$ cat config.mk
export PLATFORM = sky130hd
export DESIGN_NAME = data_memory_flat
export DESIGN_NICKNAME = d
export VERILOG_FILES = /design/src/rtl/arv_mem_pkg.sv /design/src/rtl/data_memory_if.sv /design/src/rtl/mem_byte_array.sv /design/src/rtl/data_memory.sv /design/src/flat_wrapper.sv
export SDC_FILE = /design/constraint.sdc
export NUM_CORES = 1
export LEC_CHECK = 0
export CORE_UTILIZATION = 41
export DETAILED_ROUTE_END_ITERATION = 16
export GPL_TIMING_DRIVEN = 0
export MAX_ROUTING_LAYER = met4
export PLACE_DENSITY = 0.65
export SYNTH_ARGS = -nofsm -noshare
export SYNTH_HDL_FRONTEND = slang
export SYNTH_SLANG_ARGS = --single-unit
$ cat constraint.sdc
create_clock -name clk_i -period 2.1 [get_ports clk_i]
set_input_delay 0.42 -clock clk_i [delete_from_list [all_inputs] [get_ports clk_i]]
set_output_delay 0.42 -clock clk_i [all_outputs]
set_load 0.05 [all_outputs]
$ cat src/rtl/arv_mem_pkg.sv
// Shared types and helpers for the byte-addressable data memory.
package arv_mem_pkg;

  typedef enum logic [1:0] {SZ_B, SZ_H, SZ_W, SZ_D} mem_size_e;
  typedef enum logic {ST_CLEAR, ST_RUN} mem_state_e;

  // Byte-lane mask for an access of the given size starting at lane offset.
  function automatic logic [7:0] lane_mask(input mem_size_e sz, input logic [2:0] off);
    logic [7:0] base;
    case (sz)
      SZ_B:    base = 8'h01;
      SZ_H:    base = 8'h03;
      SZ_W:    base = 8'h0F;
      default: base = 8'hFF;
    endcase
    return base << off;
  endfunction

endpackage

$ cat src/rtl/data_memory_if.sv
// Request/response bus between the load/store unit and the data memory.
interface data_memory_if #(
  parameter int WIDTH = 32,
  parameter int DEPTH = 16,
  parameter int AW    = $clog2(DEPTH*WIDTH/8)
);
  logic             req_valid_i;
  logic             req_ready_o;
  logic             req_we_i;
  logic [AW-1:0]    req_addr_i;
  logic [1:0]       req_size_i;
  logic             req_unsigned_i;
  logic [WIDTH-1:0] req_wdata_i;
  logic             rsp_valid_o;
  logic             rsp_ready_i;
  logic [WIDTH-1:0] rsp_rdata_o;
  logic             rsp_err_o;

  modport master (
    output req_valid_i, req_we_i, req_addr_i, req_size_i, req_unsigned_i, req_wdata_i,
    output rsp_ready_i,
    input  req_ready_o, rsp_valid_o, rsp_rdata_o, rsp_err_o
  );

  modport slave (
    input  req_valid_i, req_we_i, req_addr_i, req_size_i, req_unsigned_i, req_wdata_i,
    input  rsp_ready_i,
    output req_ready_o, rsp_valid_o, rsp_rdata_o, rsp_err_o
  );
endinterface

$ cat src/rtl/mem_byte_array.sv
// DEPTH x WIDTH storage with per-byte write strobes and an asynchronous read port.
module mem_byte_array #(
  parameter int WIDTH = 32,
  parameter int DEPTH = 16
) (
  input  logic                     clk,
  input  logic                     we,
  input  logic [$clog2(DEPTH)-1:0] waddr,
  input  logic [WIDTH/8-1:0]       wstrb,
  input  logic [WIDTH-1:0]         wdata,
  input  logic [$clog2(DEPTH)-1:0] raddr,
  output logic [WIDTH-1:0]         rdata
);
  localparam int NB = WIDTH / 8;

  logic [WIDTH-1:0] mem [DEPTH];

  always_ff @(posedge clk) begin
    if (we) begin
      for (int b = 0; b < NB; b++) begin
        if (wstrb[b]) mem[waddr][b*8 +: 8] <= wdata[b*8 +: 8];
      end
    end
  end

  assign rdata = mem[raddr];

endmodule

$ cat src/rtl/data_memory.sv
// Byte-addressable data memory: post-reset clear sweep, aligned sub-word access, one-cycle response.
module data_memory
  import arv_mem_pkg::*;
#(
  parameter int WIDTH = 32,
  parameter int DEPTH = 16,
  parameter int AW    = $clog2(DEPTH*WIDTH/8)
) (
  input logic clk_i,
  input logic rst_i,
  data_memory_if.slave bus
);
  localparam int NB   = WIDTH / 8;
  localparam int OFFW = $clog2(NB);
  localparam int IW   = $clog2(DEPTH);

  if (WIDTH != 32 && WIDTH != 64) begin : g_bad_width
    $error("data_memory: WIDTH must be 32 or 64");
  end
  if (DEPTH < 2 || (DEPTH & (DEPTH - 1)) != 0) begin : g_bad_depth
    $error("data_memory: DEPTH must be a power of two >= 2");
  end

  function automatic logic [WIDTH-1:0] extend(input logic [WIDTH-1:0] v, input mem_size_e sz,
                                              input logic uns);
    case (sz)
      SZ_B:    return uns ? WIDTH'(v[7:0])  : WIDTH'($signed(v[7:0]));
      SZ_H:    return uns ? WIDTH'(v[15:0]) : WIDTH'($signed(v[15:0]));
      SZ_W:    return uns ? WIDTH'(v[31:0]) : WIDTH'($signed(v[31:0]));
      default: return v;
    endcase
  endfunction

  mem_state_e       state;
  logic [IW-1:0]    ptr;
  logic             rsp_vld_p1;
  logic [WIDTH-1:0] rsp_data_p1;
  logic             rsp_err_p1;

  mem_size_e          sz_p0;
  logic [OFFW-1:0]    off_p0;
  logic [AW-OFFW-1:0] word_idx_p0;
  logic [IW-1:0]      widx_p0;
  logic               misalign_p0, size_err_p0, range_err_p0, err_p0;
  logic               accept_p0, store_p0, clearing;
  logic [NB-1:0]      strb_p0;
  logic [WIDTH-1:0]   wdata_sh_p0, rd_word_p0, load_p0;
  logic               mem_we;
  logic [IW-1:0]      mem_waddr;
  logic [NB-1:0]      mem_wstrb;
  logic [WIDTH-1:0]   mem_wdata;

  // Stage p0: decode, check and route the incoming request
  assign sz_p0       = mem_size_e'(bus.req_size_i);
  assign off_p0      = bus.req_addr_i[OFFW-1:0];
  assign word_idx_p0 = bus.req_addr_i[AW-1:OFFW];
  assign widx_p0     = word_idx_p0[IW-1:0];

  always_comb begin
    misalign_p0 = 1'b0;
    case (sz_p0)
      SZ_H:    misalign_p0 = bus.req_addr_i[0];
      SZ_W:    misalign_p0 = bus.req_addr_i[1:0] != 2'b00;
      SZ_D:    misalign_p0 = bus.req_addr_i[2:0] != 3'b000;
      default: misalign_p0 = 1'b0;
    endcase
  end

  assign size_err_p0  = (sz_p0 == SZ_D) && (WIDTH == 32);
  // Only reachable if AW is widened beyond the storage size.
  assign range_err_p0 = 32'(word_idx_p0) >= 32'(DEPTH);
  assign err_p0       = misalign_p0 || size_err_p0 || range_err_p0;

  assign clearing        = (state == ST_CLEAR);
  assign bus.req_ready_o = (state == ST_RUN) && (!rsp_vld_p1 || bus.rsp_ready_i);
  assign accept_p0       = bus.req_valid_i && bus.req_ready_o;
  assign store_p0        = accept_p0 && bus.req_we_i && !err_p0;

  assign strb_p0     = NB'(lane_mask(sz_p0, 3'(off_p0)));
  assign wdata_sh_p0 = bus.req_wdata_i << {off_p0, 3'b000};

  assign mem_we    = clearing || store_p0;
  assign mem_waddr = clearing ? ptr : widx_p0;
  assign mem_wstrb = clearing ? {NB{1'b1}} : strb_p0;
  assign mem_wdata = clearing ? '0 : wdata_sh_p0;

  mem_byte_array #(.WIDTH(WIDTH), .DEPTH(DEPTH)) u_array (
    .clk   (clk_i),
    .we    (mem_we),
    .waddr (mem_waddr),
    .wstrb (mem_wstrb),
    .wdata (mem_wdata),
    .raddr (widx_p0),
    .rdata (rd_word_p0)
  );

  assign load_p0 = extend(rd_word_p0 >> {off_p0, 3'b000}, sz_p0, bus.req_unsigned_i);

  // Stage p1: FSM and registered response
  always_ff @(posedge clk_i or posedge rst_i) begin
    if (rst_i) begin
      state       <= ST_CLEAR;
      ptr         <= '0;
      rsp_vld_p1  <= 1'b0;
      rsp_data_p1 <= '0;
      rsp_err_p1  <= 1'b0;
    end else begin
      case (state)
        ST_CLEAR: begin
          ptr <= ptr + 1'b1;
          if (ptr == IW'(DEPTH - 1)) state <= ST_RUN;
        end
        default: begin
          if (accept_p0) begin
            rsp_vld_p1  <= 1'b1;
            rsp_data_p1 <= (err_p0 || bus.req_we_i) ? '0 : load_p0;
            rsp_err_p1  <= err_p0;
          end else if (rsp_vld_p1 && bus.rsp_ready_i) begin
            rsp_vld_p1 <= 1'b0;
          end
        end
      endcase
    end
  end

  assign bus.rsp_valid_o = rsp_vld_p1;
  assign bus.rsp_rdata_o = rsp_data_p1;
  assign bus.rsp_err_o   = rsp_err_p1;

endmodule

$ cat src/flat_wrapper.sv
// flat-port wrapper written by rule: the top's interface ports become plain ports
module data_memory_flat import arv_mem_pkg::*;
#(
  parameter int WIDTH = 32,
  parameter int DEPTH = 16,
  parameter int AW    = $clog2(DEPTH*WIDTH/8)
)
  (clk_i, rst_i, bus_req_valid_i, bus_req_we_i, bus_req_addr_i, bus_req_size_i, bus_req_unsigned_i, bus_req_wdata_i, bus_rsp_ready_i, bus_req_ready_o, bus_rsp_valid_o, bus_rsp_rdata_o, bus_rsp_err_o);
  data_memory_if #(.WIDTH(WIDTH), .DEPTH(DEPTH), .AW(AW)) bus_i ();
  input logic clk_i;
  input logic rst_i;
  input wire logic [$bits(bus_i.req_valid_i)-1:0] bus_req_valid_i;
  input wire logic [$bits(bus_i.req_we_i)-1:0] bus_req_we_i;
  input wire logic [$bits(bus_i.req_addr_i)-1:0] bus_req_addr_i;
  input wire logic [$bits(bus_i.req_size_i)-1:0] bus_req_size_i;
  input wire logic [$bits(bus_i.req_unsigned_i)-1:0] bus_req_unsigned_i;
  input wire logic [$bits(bus_i.req_wdata_i)-1:0] bus_req_wdata_i;
  input wire logic [$bits(bus_i.rsp_ready_i)-1:0] bus_rsp_ready_i;
  output wire logic [$bits(bus_i.req_ready_o)-1:0] bus_req_ready_o;
  output wire logic [$bits(bus_i.rsp_valid_o)-1:0] bus_rsp_valid_o;
  output wire logic [$bits(bus_i.rsp_rdata_o)-1:0] bus_rsp_rdata_o;
  output wire logic [$bits(bus_i.rsp_err_o)-1:0] bus_rsp_err_o;
  assign bus_i.req_valid_i = bus_req_valid_i;
  assign bus_i.req_we_i = bus_req_we_i;
  assign bus_i.req_addr_i = bus_req_addr_i;
  assign bus_i.req_size_i = bus_req_size_i;
  assign bus_i.req_unsigned_i = bus_req_unsigned_i;
  assign bus_i.req_wdata_i = bus_req_wdata_i;
  assign bus_i.rsp_ready_i = bus_rsp_ready_i;
  assign bus_req_ready_o = bus_i.req_ready_o;
  assign bus_rsp_valid_o = bus_i.rsp_valid_o;
  assign bus_rsp_rdata_o = bus_i.rsp_rdata_o;
  assign bus_rsp_err_o = bus_i.rsp_err_o;
  data_memory #(.WIDTH(WIDTH), .DEPTH(DEPTH), .AW(AW)) u_core (.clk_i(clk_i), .rst_i(rst_i), .bus(bus_i));
endmodule
==> results.sh, run 1 <==
export IMPL_status="complete, but fails checks"
export IMPL_violations="negative setup slack"
export IMPL_cp_end_kind="register"
export IMPL_critPathLaunchType="register"
export IMPL_cts_buffers=55
export IMPL_yosysTopAreaCell="edfxtp_1"
export IMPL_whs_ns=0.333
export IMPL_grt_pass1_vias=12136
export IMPL_stdcell_area_sq_um=28300
export IMPL_ios=81
export IMPL_start_util_pct=41.4
export IMPL_drive_gt1_share_pct=39.8
export IMPL_yosys_register_bits=551
export IMPL_dp_hpwl_um=39800
export IMPL_fillCellCount=4169
export IMPL_dpl_cell_area_sq_um=24700
export IMPL_finClkSkew_ns=0.0247
export IMPL_power_density_nw_per_um2=832
export IMPL_rsz0062_at_grt="yes"
export IMPL_regArea_sq_um=16400
export IMPL_drc=0
export IMPL_slew_headroom_pct=40.9
export IMPL_wl_met3_um=5610
export IMPL_antenna_found_initial=1
export IMPL_placementRows=85
export IMPL_grt_max_degree=40
export IMPL_hold_class="in -> async"
export IMPL_final_common_cell="edfxtp_1"
export IMPL_worst_slack_ns=-0.135
export IMPL_coreArea_sq_um=53800
export IMPL_drt_pass1_iterations=5
export IMPL_wirelength_met1_um=24900
export IMPL_synth_area_sq_um=22300
export IMPL_diodes=0
export IMPL_cts_root_buf="clkbuf_16"
export IMPL_drv_slew=0
export IMPL_cts_buffer_depth=3
export IMPL_ys_types=49
export IMPL_maxCapViolCount=0
export IMPL_worstPathArrival_ns=2.69
export IMPL_routed_wl_um=59900
export IMPL_ys_seq_area_share_pct=73.3
export IMPL_wl_met2_um=28000
export IMPL_min_period_ns=2.24
export IMPL_clk_pin_slew_ns=0.07
export IMPL_nets=1388
export IMPL_gr_total_overflow=0
export IMPL_cts_tree="built"
export IMPL_crit_fanout=5
export IMPL_setup_violations=28
export IMPL_drt_iter0_drc=1501
export IMPL_dieArea_sq_um=55300
export IMPL_p_leak_uw=0.00956
export IMPL_crit_type="reg -> reg"
export IMPL_cts_sinks=551
export IMPL_avgSynthCellArea_sq_um=20.0
export IMPL_top_layer="met4"
export IMPL_die_y_um=235
export IMPL_vias=12066
export IMPL_clk_latency_ns=0.61
export IMPL_peakVddDrop_uv=564
export IMPL_syn_inst=1116
export IMPL_post_route_period_util_pct=106
export IMPL_cp_required_ns=2.55
export IMPL_drtAntennaViolNets=0
export IMPL_grt_first_pass_wirelength_um=86700
export IMPL_synth_area_leaders="edfxtp_1 (69%), mux4_2 (15%), dfrtp_1 (4.4%)"
export IMPL_final_hold_viol_count=0
export IMPL_yosysWarnings=0
export IMPL_multiInputGateArea_sq_um=6490
export IMPL_worst_slew_pin_slew_ns=0.886
export IMPL_die_w_um=235
export IMPL_synth_nets=1163
export IMPL_area_delta_synth_final_pct=26.9
export IMPL_finalSetupTns_ns=-2.48
export IMPL_synth_top_area_share_pct=68.9
export IMPL_grt_usage_pct=22.6
export IMPL_power_uw=23600
export IMPL_wire_per_inst_um=28.8
export IMPL_mostFrequentLayoutCells="edfxtp_1 (512), mux4_2 (152), nor2_4 (73)"
export IMPL_h_tree_depth=2
export IMPL_routabilityCongestion=0.932
export IMPL_timing_fmax_ghz=0.447
export IMPL_io_buffers=75
export IMPL_viasPerCell=5.80
## routing by layer
| layer | global-route usage, % | vias up |
|---|---|---|
| met1 | 30.9 | 6323 |
| met4 | 6.34 | 0 |
| met5 | - | - |
| met2 | 34.1 | 605 |
| li1 | - | 5034 |
| met3 | 5.35 | 104 |
## registers in the layout, summed over array words and instances (netlist names)
name and count:
u_core.u_array.mem 512, u_core.bus.rsp_rdata_o 32, u_core.ptr 4, u_core.bus.rsp_err_o 1, u_core.bus.rsp_valid_o 1, u_core.state 1
## worst paths after layout
path / to / start / depth (start not counted) / slack, ns
worst min-delay path: u_core.ptr[1]$_DFFE_PP0N_ / rst_i / 2 / 0.33
worst min register to register: u_core.bus.rsp_err_o$_DFFE_PP0P_ / u_core.bus.rsp_err_o$_DFFE_PP0P_ / 2 / 0.49
worst max register to register: u_core.bus.rsp_rdata_o[10]$_DFFE_PP0P_ / u_core.u_array.mem[12][15]$_DFFE_PP_ / 8 / -0.14
min in group clk_i: u_core.bus.rsp_err_o$_DFFE_PP0P_ / bus_req_size_i[1] / 3 / 0.37
worst max-delay path: u_core.bus.rsp_rdata_o[10]$_DFFE_PP0P_ / u_core.u_array.mem[12][15]$_DFFE_PP_ / 8 / -0.14
max in group asynchronous: u_core.bus.rsp_valid_o$_DFFE_PP0P_ / rst_i / 2 / 1.16
## through the flow
step	std cells	utilization, %	setup slack (ns)
3_5_place_dp	1887	45.8	-1.82
5_1_grt	2079	52.6	-0.170
2_1_floorplan	1116	-	-0.112
4_1_cts	2068	52.0	-0.139
6_report	2079	52.6	-0.135
3_3_place_gp	1887	45.8	-1.64
## power by group
group | switching, uW | internal, uW | total (uW) | leakage (uW)
combinational | 1320 | 750 | 2070 | 0.00367
sequential | 45.1 | 12100 | 12200 | 0.00507
clock | 4000 | 5300 | 9300 | 0.000825
total | 5360 | 18200 | 23600 | 0.00956
## critical path: stages (launching register included)
cell and delay (ns):
edfxtp_1 0.36, mux4_2 0.52, a2bb2oi_2 0.16, a22oi_2 0.26, o211ai_1 0.21, o2111ai_4 0.21
buf_6 0.16, buf_6 0.12, o211ai_1 0.08
## cells by family after synthesis
| family | after synthesis | share of synthesized area (%) |
|---|---|---|
| adder cells (fa/ha/maj) | 1 | 0.0561 |
| XOR/XNOR | 3 | 0.118 |
| flip-flops | 551 | 73.3 |
| buffers and inverters | 72 | 1.80 |
| AND/OR/NAND/NOR | 209 | 4.43 |
| multiplexers | 204 | 17.7 |
| AO/OA/AOI/OAI | 76 | 2.61 |
## synthesized netlist by cell type, drive strengths merged
cell and count:
a21oi 13, a22o 3, a22oi 17, a2bb2oi 2, a31o 3, a32o 2
a41o 1, and2 11, and3 9, buf 35, clkbuf 28, clkinv 1
dfrtp 39, edfxtp 512, ha 1, inv 8, mux2 1, mux2i 51
mux4 152, nand2 57, nand2b 4, nand3 21, nand4 1, nor2 89
nor2b 9, nor3 4, nor3b 3, o2111ai 1, o211ai 10, o21a 3
o21ai 6, o221ai 7, o22ai 4, o311ai 1, o31a 2, o32ai 1
or2 1, xnor2 3
## layout make-up
cell class              instances  area share, %
repair buffers                169           7.94
inverters                       9          0.133
clock buffers                  74           5.26
flip-flops and latches        551           57.8
plain buffers                  62           2.18
multi-input cells             493           22.9
clock inverters                25          0.699
well taps                     696           3.08
## timing repair
action / CTS / global route
cloned: 3 / 0
resized for setup: 155 / 45
buffers inserted: 79 / 14
hold buffers: 0 / 0
endpoints found under the setup margin: 1093 / 768
pin swaps: 82 / 18
Note: power is estimated with default switching activity, not from simulation.
==> inputs of run 2 (changes only) <==
- SLEW_MARGIN: not set -> 0
==> results of run 2 <==
No change in the layout: final DEF, timing and power equal those of run 1.
==> inputs of run 3 (changes only) <==
- SLEW_MARGIN: 0 -> not set
==> results of run 3 <==
No change in the layout: final DEF, timing and power equal those of run 1.
